File: config.mk
export PLATFORM = sky130hd
export DESIGN_NAME = microwave_ctrl
export DESIGN_NICKNAME = d
export VERILOG_FILES = /design/src/rtl/microwave_pkg.sv /design/src/rtl/microwave_ctrl_tick_prescaler.sv /design/src/rtl/microwave_ctrl.sv
export SDC_FILE = /design/constraint.sdc
export NUM_CORES = 1
export LEC_CHECK = 0
export CORE_MARGIN = 2
export CORE_UTILIZATION = 52
export CTS_CLUSTER_DIAMETER = 40
export CTS_CLUSTER_SIZE = 30
export DETAILED_ROUTE_END_ITERATION = 16
export PLACE_DENSITY = 0.82
export SYNTH_ARGS = -nofsm -noshare
export SYNTH_HDL_FRONTEND = slang
export SYNTH_SLANG_ARGS = --single-unit
File: constraint.sdc
create_clock -name clk -period 4.4 [get_ports clk]
set_clock_uncertainty 0.15 [all_clocks]
set_input_delay 0.88 -clock clk [delete_from_list [all_inputs] [get_ports clk]]
set_output_delay 0.88 -clock clk [all_outputs]
set_load 0.05 [all_outputs]
File: src/rtl/microwave_pkg.sv
// Shared constants for the microwave controller: FSM state codes and keypad limits.
package microwave_pkg;

    localparam int KEY_W          = 4;
    localparam int DIGIT_MAX_CODE = 9;
    localparam int STATE_W        = 3;

    localparam logic [STATE_W-1:0] ST_IDLE  = 3'd0;
    localparam logic [STATE_W-1:0] ST_SET   = 3'd1;
    localparam logic [STATE_W-1:0] ST_COOK  = 3'd2;
    localparam logic [STATE_W-1:0] ST_PAUSE = 3'd3;
    localparam logic [STATE_W-1:0] ST_DONE  = 3'd4;

    function automatic logic is_digit(input logic [KEY_W-1:0] code);
        return code <= KEY_W'(DIGIT_MAX_CODE);
    endfunction

endpackage

File: src/rtl/microwave_ctrl_tick_prescaler.sv
// Divides clk down to a one-second tick; holds its count while disabled so a
// paused cook resumes mid-second.
module tick_prescaler #(
    parameter int TICK_DIV = 100
) (
    input  logic clk,
    input  logic rst,
    input  logic restart_i,
    input  logic count_en_i,
    output logic tick_o
);

    localparam int CNT_W = (TICK_DIV > 1) ? $clog2(TICK_DIV) : 1;
    localparam logic [CNT_W-1:0] LAST = CNT_W'(TICK_DIV - 1);

    logic [CNT_W-1:0] cnt_q;
    logic [CNT_W-1:0] cnt_d;

    always_comb begin
        tick_o = count_en_i && !restart_i && (cnt_q == LAST);
        cnt_d  = cnt_q;
        if (restart_i) begin
            cnt_d = '0;
        end else if (count_en_i) begin
            cnt_d = tick_o ? '0 : cnt_q + 1'b1;
        end
    end

    always_ff @(posedge clk or posedge rst) begin
        if (rst) begin
            cnt_q <= '0;
        end else begin
            cnt_q <= cnt_d;
        end
    end

endmodule

File: src/rtl/microwave_ctrl.sv
// Microwave oven sequencer: keypad entry, cook/pause/done control, and strobes
// to a downstream countdown timer. All outputs are registered.
module microwave_ctrl
    import microwave_pkg::*;
#(
    parameter int TICK_DIV   = 100,
    parameter int MAX_DIGITS = 3
) (
    input  logic               clk,
    input  logic               clear,
    input  logic               key_valid,
    input  logic [KEY_W-1:0]   key_code,
    input  logic               start,
    input  logic               stop,
    input  logic               door_closed,
    input  logic               timer_zero,
    output logic               load,
    output logic [KEY_W-1:0]   digit,
    output logic               clear_timer,
    output logic               en,
    output logic               mag_on,
    output logic               done_beep,
    output logic [STATE_W-1:0] state
);

    localparam int DCNT_W = $clog2(MAX_DIGITS + 1);

    logic [STATE_W-1:0] state_q, state_d;
    logic [DCNT_W-1:0]  count_q, count_d;
    logic               load_q, load_d;
    logic [KEY_W-1:0]   digit_q, digit_d;
    logic               clear_timer_q, clear_timer_d;
    logic               en_q, en_d;
    logic               mag_on_q, mag_on_d;
    logic               done_beep_q, done_beep_d;

    logic pre_restart;
    logic pre_count;
    logic pre_tick;

    tick_prescaler #(
        .TICK_DIV(TICK_DIV)
    ) u_prescaler (
        .clk       (clk),
        .rst       (clear),
        .restart_i (pre_restart),
        .count_en_i(pre_count),
        .tick_o    (pre_tick)
    );

    always_comb begin
        state_d     = state_q;
        count_d     = count_q;
        load_d      = 1'b0;
        digit_d     = digit_q;
        en_d        = 1'b0;
        pre_restart = 1'b0;
        pre_count   = 1'b0;

        case (state_q)
            ST_IDLE, ST_SET: begin
                // Stop cancels entry; a valid start outranks a simultaneous key.
                if (stop) begin
                    state_d = ST_IDLE;
                end else if (state_q == ST_SET && start && door_closed && !timer_zero) begin
                    state_d     = ST_COOK;
                    pre_restart = 1'b1;
                end else if (key_valid && is_digit(key_code) &&
                             count_q < DCNT_W'(MAX_DIGITS)) begin
                    load_d  = 1'b1;
                    digit_d = key_code;
                    count_d = count_q + 1'b1;
                    state_d = ST_SET;
                end
            end
            ST_COOK: begin
                if (stop || !door_closed) begin
                    state_d = ST_PAUSE;
                end else if (timer_zero) begin
                    state_d = ST_DONE;
                end else begin
                    pre_count = 1'b1;
                    en_d      = pre_tick;
                end
            end
            ST_PAUSE: begin
                if (stop) begin
                    state_d = ST_IDLE;
                end else if (start && door_closed) begin
                    state_d = ST_COOK;
                end
            end
            ST_DONE: begin
                if (stop || !door_closed) begin
                    state_d = ST_IDLE;
                end
            end
            default: state_d = ST_IDLE;
        endcase

        // Any fresh arrival in IDLE, or a stop while already there, wipes the timer.
        clear_timer_d = (state_d == ST_IDLE) && ((state_q != ST_IDLE) || stop);
        if (clear_timer_d) begin
            count_d = '0;
        end
        mag_on_d    = (state_d == ST_COOK);
        done_beep_d = (state_d == ST_DONE);
    end

    always_ff @(posedge clk or posedge clear) begin
        if (clear) begin
            state_q       <= ST_IDLE;
            count_q       <= '0;
            load_q        <= 1'b0;
            digit_q       <= '0;
            clear_timer_q <= 1'b0;
            en_q          <= 1'b0;
            mag_on_q      <= 1'b0;
            done_beep_q   <= 1'b0;
        end else begin
            state_q       <= state_d;
            count_q       <= count_d;
            load_q        <= load_d;
            digit_q       <= digit_d;
            clear_timer_q <= clear_timer_d;
            en_q          <= en_d;
            mag_on_q      <= mag_on_d;
            done_beep_q   <= done_beep_d;
        end
    end

    assign state       = state_q;
    assign load        = load_q;
    assign digit       = digit_q;
    assign clear_timer = clear_timer_q;
    assign en          = en_q;
    assign mag_on      = mag_on_q;
    assign done_beep   = done_beep_q;

endmodule

== Word level (Yosys, flattened, before mapping) ==
Cells that the tools add are included.
Word-level totals
  bits of input ports: 11
  register bits after elaboration: 21
  word-level logic and storage cells: 77
  output and inout port bits: 12
Operators by class
  bitwise operators: 2
  add/subtract/negate cells: 2
  eq/ne operators: 9
  mux-type cells: 30
  reduce and logical (&&, ||, !) cells: 23
  magnitude comparators: 2
Operators with widths (count)
  3-bit 2-to-1 mux: 8
  7-bit 2-to-1 mux: 3
  1-bit 2-to-1 mux: 13
  3-bit one-hot mux with 4 select lines: 1
  2-bit 2-to-1 mux: 5
  3-bit by 2-bit equality test with 1-bit output, second input constant: 3
  1-bit logical AND: 9
  4-bit AND reduction: 2
  7-bit by 1-bit adder with 7-bit output, second input constant: 1
  7-bit equality test, second input constant: 1
  3-bit equality test, second input constant: 2
  3-bit zero test: 2
  2-bit nonzero test: 3
  4-bit less-or-equal comparator, second input constant: 1
  3-bit by 1-bit equality test with 1-bit output, second input constant: 1
  1-bit zero test: 3
  3-bit nonzero test: 1
  2-bit by 1-bit adder with 2-bit output, second input constant: 1
  1-bit logical OR: 2
  2-bit < comparator, second input constant: 1
  2-bit by 1-bit != test with 1-bit output, second input constant: 1
  2-bit != test, second input constant: 1
  1-bit inverter: 2
  2-bit OR reduction: 1

== Depth between registers and ports, before layout ==
  word-level depth: 13
  depth in mapped cells: 6
  gate-level depth less buffers: 5

== By module ==
From an unflattened synthesis, not the netlist that was laid out.
Unflattened totals
  cells, all modules: 102
  area, all modules: 1143.6 µm²
By module, submodules not included
  microwave_ctrl: area an instance 749.5 µm², cells an instance 61, seq. area each 350.3 µm², times used 1
  tick_prescaler: area an instance 394.1 µm², cells an instance 41, seq. area each 175.2 µm², times used 1

== Worst setup path before layout ==
OpenSTA, ideal clock, no wires.
  kind: input -> register
  from: in stop
  to: reg digit_q[0] (netlist: digit[0])
  path slack: 2.083 ns
  stages on the path: 3
  arrival time: 2.042 ns
  data required time: 4.125 ns
  buffers on the path: 0
  library setup time: 0.125 ns
  cell sequence: or3_4 nor4b_4 mux2_2
On the way
  word-level cells in the longest chain between the ends: 2
RTL lines
  start: declaration: line microwave_ctrl.sv:14  | input logic stop,
  1-bit inverter (no line)
  4-bit AND reduction (no line)
  end signal: assignment: line microwave_ctrl.sv:124  | digit_q <= digit_d;
  end: declaration: line microwave_ctrl.sv:31  | logic [KEY_W-1:0] digit_q, digit_d;
No other way between the ends.
A chain may end at the register's enable or synchronous reset.

== Worst setup path after layout ==
  from: reg state_q[0] (netlist: state[0])
  to: out state[0]
RTL lines
  start: declaration: line microwave_ctrl.sv:28  | logic [STATE_W-1:0] state_q, state_d;
  start signal: assignment: line microwave_ctrl.sv:121  | state_q <= state_d;
  end: declaration: line microwave_ctrl.sv:23  | output logic [STATE_W-1:0] state
No word-level cell between the ends.

==> summary.txt <==
STA
  • RSZ-0062 raised after global routing: no
  • Final worst slack: about 1.7 ns
  • Final min period: 2.687 ns
  • Max-slew headroom: about 50%
  • Final setup violating endpoints: 0
  • Final worst-path cycle share: roughly three fifths
  • Measured slew at the worst slew-check pin: 0.7514 ns
  • Final Hold Fails: 0
  • Fin Setup TNS: 0 ns
  • Fmax: roughly 370 MHz
  • Slew Limit Fails: 0

Synthesis
  • Register area share after synthesis: 51.09%
  • Post-synth ARST share: between 90% and 100%
  • Flops & latches, synth: 21
  • Unique masters post-synth: 36
  • Syn Area/Cell: around 11 um^2
  • Synthesized Nets: 108
  • Synth Flop Type: dfrtp_1
  • Netlist Area Pre-Place: roughly 0.0010 mm^2
  • Post-Synthesis Cells: between 90 and 100
  • Post-synth EDFFs: 0
  • Yosys warning count: 0

CTS
  • Clock Sinks: 21
  • Clock Tree Buf Depth: 2
  • Worst-skew pair later-pin latency: ~0.3 ns
  • CTS Buf Count: 3
  • Post-cts sizing count: 0
  • Post CTS Setup Buffer Count: 0
  • Clock slew at reported path FFs: 0.10 ns
  • CTS tree: built
  • Count of hold buffers inserted by post-cts repair: 0
  • CTS H-Tree Depth: 1
  • CTS Root Cell: clkbuf_4

Cells and area
  • Final Util: between 60% and 70%
  • Non-filler cells in the finished layout: approximately 150
  • Area Growth Syn to Fin: 26.89%
  • # diodes: 0
  • # nets final: around 130
  • Fillers: ~170
  • Layout cells sized above 1: approximately 13%

Die
  • Ports: 23
  • DIE WIDTH: approximately 48 um
  • Die height: slightly below 50 um
  • Core area: 0.001922 mm^2
  • Initial Util: between 50% and 60%
  • Die area: roughly 0.0023 mm^2
  • Row cnt: 16

Placed design
  • Placed cell count: ~140
  • Port bufs: 22
  • Routability cong.: roughly 0.78
  • Post-place setup slack: ~1.4 ns
  • Dpl hpwl: 1605 um

Setup path
  • Worst EP required: between 3 and 4 ns
  • CP max stage delay: between 0.8 and 0.9 ns
  • Max stage delay cell, worst path: clkdlybuf4s50_1
  • Worst setup EP type: primary output
  • Critical Path, Cell by Cell: clkdlybuf4s50_1
  • Worst-path maximum fanout: 9
  • CP Buf/Inv Count: 1
  • Setup CP Type: flop to primary output
  • Crit start category: flop
  • Largest delay share family, worst path: buffers and inverters
  • Critical Path AT: between 1.5 and 2 ns

Power
  • Pwr/cell area: ~400 mW/mm^2
  • Clock power frac: between 10% and 20%
  • Peak VDD IR: ~0.27 mV
  • P_int: around 0.33 mW
  • Switching share of total power: a little under two fifths
  • P_leak: ~0.55 nW
  • Seq pwr share: between 40% and 50%
  • Sw power: ~0.19 mW
  • Logic pwr share: 35.0%
  • Total Power: around 0.52 mW

Routing
  • DR WL/cell: approximately 14 um
  • Final wirelength: 2047 um
  • Post-detailed-route count of antenna-violating nets: 0
  • Initial DRC count: 8
  • Vias per Instance: approximately 5.5
  • # DRC: 0
  • DRT Pass-1 Iters: 4
  • Via count: around 800

GRT
  • Vias in the first global route: around 810
  • Global route overflow: 0
  • Largest net degree at the start of global routing: 22
  • Initial antenna violation count: 0
  • Gr usage total: 20.09%
  • First-pass GRT wire length: around 3600 um

Min path
  • Worst min-delay path class: flop to flop

Flow run
  • Max_cap viols: 0

Run status
  • Status: finished, final reports clean
[path summary, 6_finish.rpt]
path / from / cells past startpoint / to / slack [ns]
hold reg to reg: digit[3] / 1 / digit[3] / 0.37
setup / recovery: state[0] / 1 / state[0] / 1.71
hold / removal: digit[3] / 1 / digit[3] / 0.37
max in group asynchronous: clear / 2 / en / 2.77
setup reg to reg: state[1] / 3 / digit[0] / 2.33
min in group asynchronous: clear / 2 / digit[0] / 0.86
[cell usage after synthesis (2+ instances only)]
library cell | count | share of area (%)
a211oi_1 | 2 | 1.5
a21boi_0 | 2 | 1.5
a21oi_1 | 3 | 1.5
a31oi_1 | 3 | 1.8
a41oi_1 | 2 | 1.7
dfrtp_1 | 21 | 51
ha_1 | 2 | 2.4
inv_1 | 3 | 1.1
mux2_2 | 4 | 4.4
mux2i_1 | 2 | 1.9
nand2_1 | 7 | 2.6
nand2b_1 | 4 | 2.4
nand3_1 | 5 | 2.4
nor2_1 | 6 | 2.2
o21ai_0 | 5 | 2.4
or2_2 | 3 | 1.8
or3b_2 | 2 | 1.7
[power groups by stage]
stage	Clock, mW	Sequential [mW]	Combinational (mW)
2_1_floorplan	0	0.316	0.0590
3_3_place_gp	0	0.254	0.180
3_5_place_dp	0	0.257	0.185
4_1_cts	0.0938	0.253	0.185
5_1_grt	0.102	0.258	0.199
6_report	0.0883	0.253	0.183
[metrics by stage]
| step | area [um^2] | hold WS, ns |
|---|---|---|
| global placement | 1279 | 0.3272 |
| CTS | 1305 | 0.3624 |
| detailed placement | 1279 | 0.3450 |
| global route | 1305 | 0.3922 |
| floorplan | 1028 | 0.3027 |
| finish | 1305 | 0.3650 |
[cells by family (layout without fill, tap and decap cells)]
kind of cell,count (synthesis),count (layout),synth area share (%)
AO/OA/AOI/OAI,23,23,14.84
multiplexers,6,6,6.326
flip-flops,21,21,51.09
buffers and inverters,4,29,1.459
AND/OR/NAND/NOR,38,38,22.99
XOR/XNOR,1,1,0.8517
adder cells (fa/ha/maj),2,2,2.433
[per-layer routing]
| layer | vias up | GRT usage [%] | part of all wire [%] |
|---|---|---|---|
| met1 | 388 | 24.12 | 43 |
| met5 | - | 0 | 0 |
| met3 | 4 | 4.012 | 3.8 |
| met4 | 0 | 10.95 | 1.5 |
| li1 | 398 | - | - |
| met2 | 22 | 34.03 | 52 |
[flip-flops by register name (all words and copies together), names as in the netlist]
signal             cells
load                   1
state                  3
clear_timer            1
mag_on                 1
u_prescaler.cnt_q      7
count_q                2
en                     1
done_beep              1
digit                  4
[layout make-up]
| class | instances | area (um^2) | area share [%] |
|---|---|---|---|
| Inverter | 3 | 11.26 | 0.8629 |
| Tap cell | 27 | 33.78 | 2.589 |
| Clock buffer | 4 | 26.28 | 2.013 |
| Multi-Input combinational cell | 70 | 488.0 | 37.39 |
| Timing Repair Buffer | 22 | 220.2 | 16.87 |
| Sequential cell | 21 | 525.5 | 40.27 |
[placed cells by master (no fill, tap or decap), drive strengths merged, types with 2 or more instances in the layout]
master,count
mux2,4
a31oi,3
nor2,7
a41oi,2
inv,3
dfrtp,21
nand2,7
mux2i,2
nand3,5
clkdlybuf4s50,22
a21boi,2
a21oi,3
ha,2
or3b,2
nand2b,4
o21ai,5
or2,3
clkbuf,4
a211oi,2
No activity file was read; power rests on OpenSTA's default activity.
==> patch, RTL diff (config.mk and constraints unchanged) <==
`TICK_DIV` is set to 100 in 2 places; all go to 200.
--- a/src/rtl/microwave_ctrl_tick_prescaler.sv
+++ b/src/rtl/microwave_ctrl_tick_prescaler.sv
@@ -1,7 +1,7 @@
 // Divides clk down to a one-second tick; holds its count while disabled so a
 // paused cook resumes mid-second.
 module tick_prescaler #(
-    parameter int TICK_DIV = 100
+    parameter int TICK_DIV = 200
 ) (
     input  logic clk,
     input  logic rst,
--- a/src/rtl/microwave_ctrl.sv
+++ b/src/rtl/microwave_ctrl.sv
@@ -3,7 +3,7 @@
 module microwave_ctrl
     import microwave_pkg::*;
 #(
-    parameter int TICK_DIV   = 100,
+    parameter int TICK_DIV   = 200,
     parameter int MAX_DIGITS = 3
 ) (
     input  logic               clk,
Function: no difference found for any inputs over 10 cycles, from zero or initial values; that may be too few to reach the edited logic, so the function may still have changed.
==> patch against the unedited design <==
  * Routed wire length increased by 11%
  * Critical path depth stayed put
  * Global-route usage about the same
  * Design area grew 8.2%
  * Setup slack lost 0.094 ns
  * Sequential cell count rose by 1
  * Non-clock buffer count stayed put
  * Sequential share of layout area is 1.3 points lower
  * Core utilization down 2.1 points
  * Synthesized area grew 12%
  * Via count rose by 15%
  * Final cell count is 8.2% higher
  * Critical endpoint is now state[1]
Power is not compared: it rests on default switching activity, and its combinational part moved more than twofold at a synthesized area within 25%.
==> patch: results (changes against the unedited design) <==
outcome:
  status: "complete, no violations"
global_route:
  grt_pass1_wl_um: 3910  # +7.4%
  grt.total_usage_pct: 20.1  # +0.045 points
  grt_max_degree: 23  # +4.5%
  use_met3_pct: 5.85  # +1.8 points
  antenna_found_initial: 0  # unchanged
  grt_pass1_vias: 916  # +13%
  grt_use_met1_pct: 24.0  # -0.13 points
  grt_use_met2_pct: 33.1  # -0.91 points
placed_design:
  dp_hpwl_um: 1640  # +2.3%
  dp_slack_ns: 1.69  # +0.239 ns
  gp_congestion: 0.883  # +13%
finish:
  largest_register_ffs: 8  # +1
  drive_above_1_share_pct: 9.92  # -2.6 points
  final_nets: 145  # +8.2%
  num_antenna_cells: 0  # unchanged
detailed_routing:
  vias: 936  # +15%
  drtPass1Iterations: 5  # +1
  m1WireLength_um: 950  # +8.3%
  wl_per_cell_um: 14.3  # +3.0%
  wl_met3_um: 156  # +100%
  drt_iter0_drc: 34  # +26
  wl_met2_um: 1120  # +5.8%
hold_path:
  hp-class: "reg2reg"
power_and_ir_drop:
  irDropWorstVdd_mv: 0.517
  cellLeakagePower_nw: 0.615
worst_setup_path:
  cp_data_arrival_time_ns: 1.75  # +0.09 ns
  cp_max_fo: 11  # +2
yosys:
  synth.area.top_cells: "dfrtp_1, mux2_1, mux2i_1, a31oi_1, nand2b_1"
  syn_nets: 122  # +13%
  synth_common_cells: "dfrtp_1, nand2_1, inv_1"
  synth_cell_types: 38  # +5.6%
  yosysSeqAreaShare_pct: 47.6  # -3.5 points
  ys_async_sr_fraction_pct: 100  # unchanged
  synth.yosys.warnings: 0  # unchanged
clock_tree:
  clkTransAtPathRegs_ns: 0.12  # +0.02 ns
sta:
  max-slew-margin-rel_pct: 45.1  # -4.8 points
-- patch: changes by cell type after synthesis, sizes merged, moves of 3 or more --
cell   change
nand4      +6
inv        +5
nor2       -5
buf        +4
nand3      -3
or2        -3
-- patch: area by class of cell --
class	count	area (µm²)
clock buffer	4	36.3
fill	170	736
inverter	8	30.0
multi-input combinational	75	541
sequential	22	551
tap	28	35.0
timing repair buffer	22	220
-- patch: path summary, 6_finish.rpt --
path | start | to | cells after the start | slack [ns]
setup / recovery | state[1] | state[1] | 1 | 1.62
min in group asynchronous | clear | digit[0] | 2 | 0.86
setup reg to reg | state[1] | u_prescaler.cnt_q[7] | 4 | 2.51
hold / removal | digit[2] | digit[2] | 1 | 0.36
hold reg to reg | digit[2] | digit[2] | 1 | 0.36
max in group asynchronous | clear | clear_timer | 2 | 2.73
-- patch: kinds of logic after synthesis --
group | Yosys count | share of synthesized area [%]
multiplexers | 8 | 7.36
XOR/XNOR | 2 | 1.52
AO/OA/AOI/OAI | 23 | 13.9
buffers and inverters | 12 | 5.63
adder cells (fa/ha/maj) | 2 | 2.16
AND/OR/NAND/NOR | 40 | 21.9
flip-flops | 22 | 47.6
-- patch: power by group --
group | internal, W | total (W) | switching (W)
sequential | 0.000262 | 0.000326 | 0.0000637
clock | 0.0000506 | 0.000112 | 0.0000613
combinational | 0.000147 | 0.000383 | 0.000236
total | 0.000460 | 0.000821 | 0.000361
-- patch: metrics by stage --
stage	cell area, µm²	std cells
floorplan	1160	109
global placement	1380	155
detailed placement	1380	155
CTS	1410	159
global route	1410	159
finish	1410	159
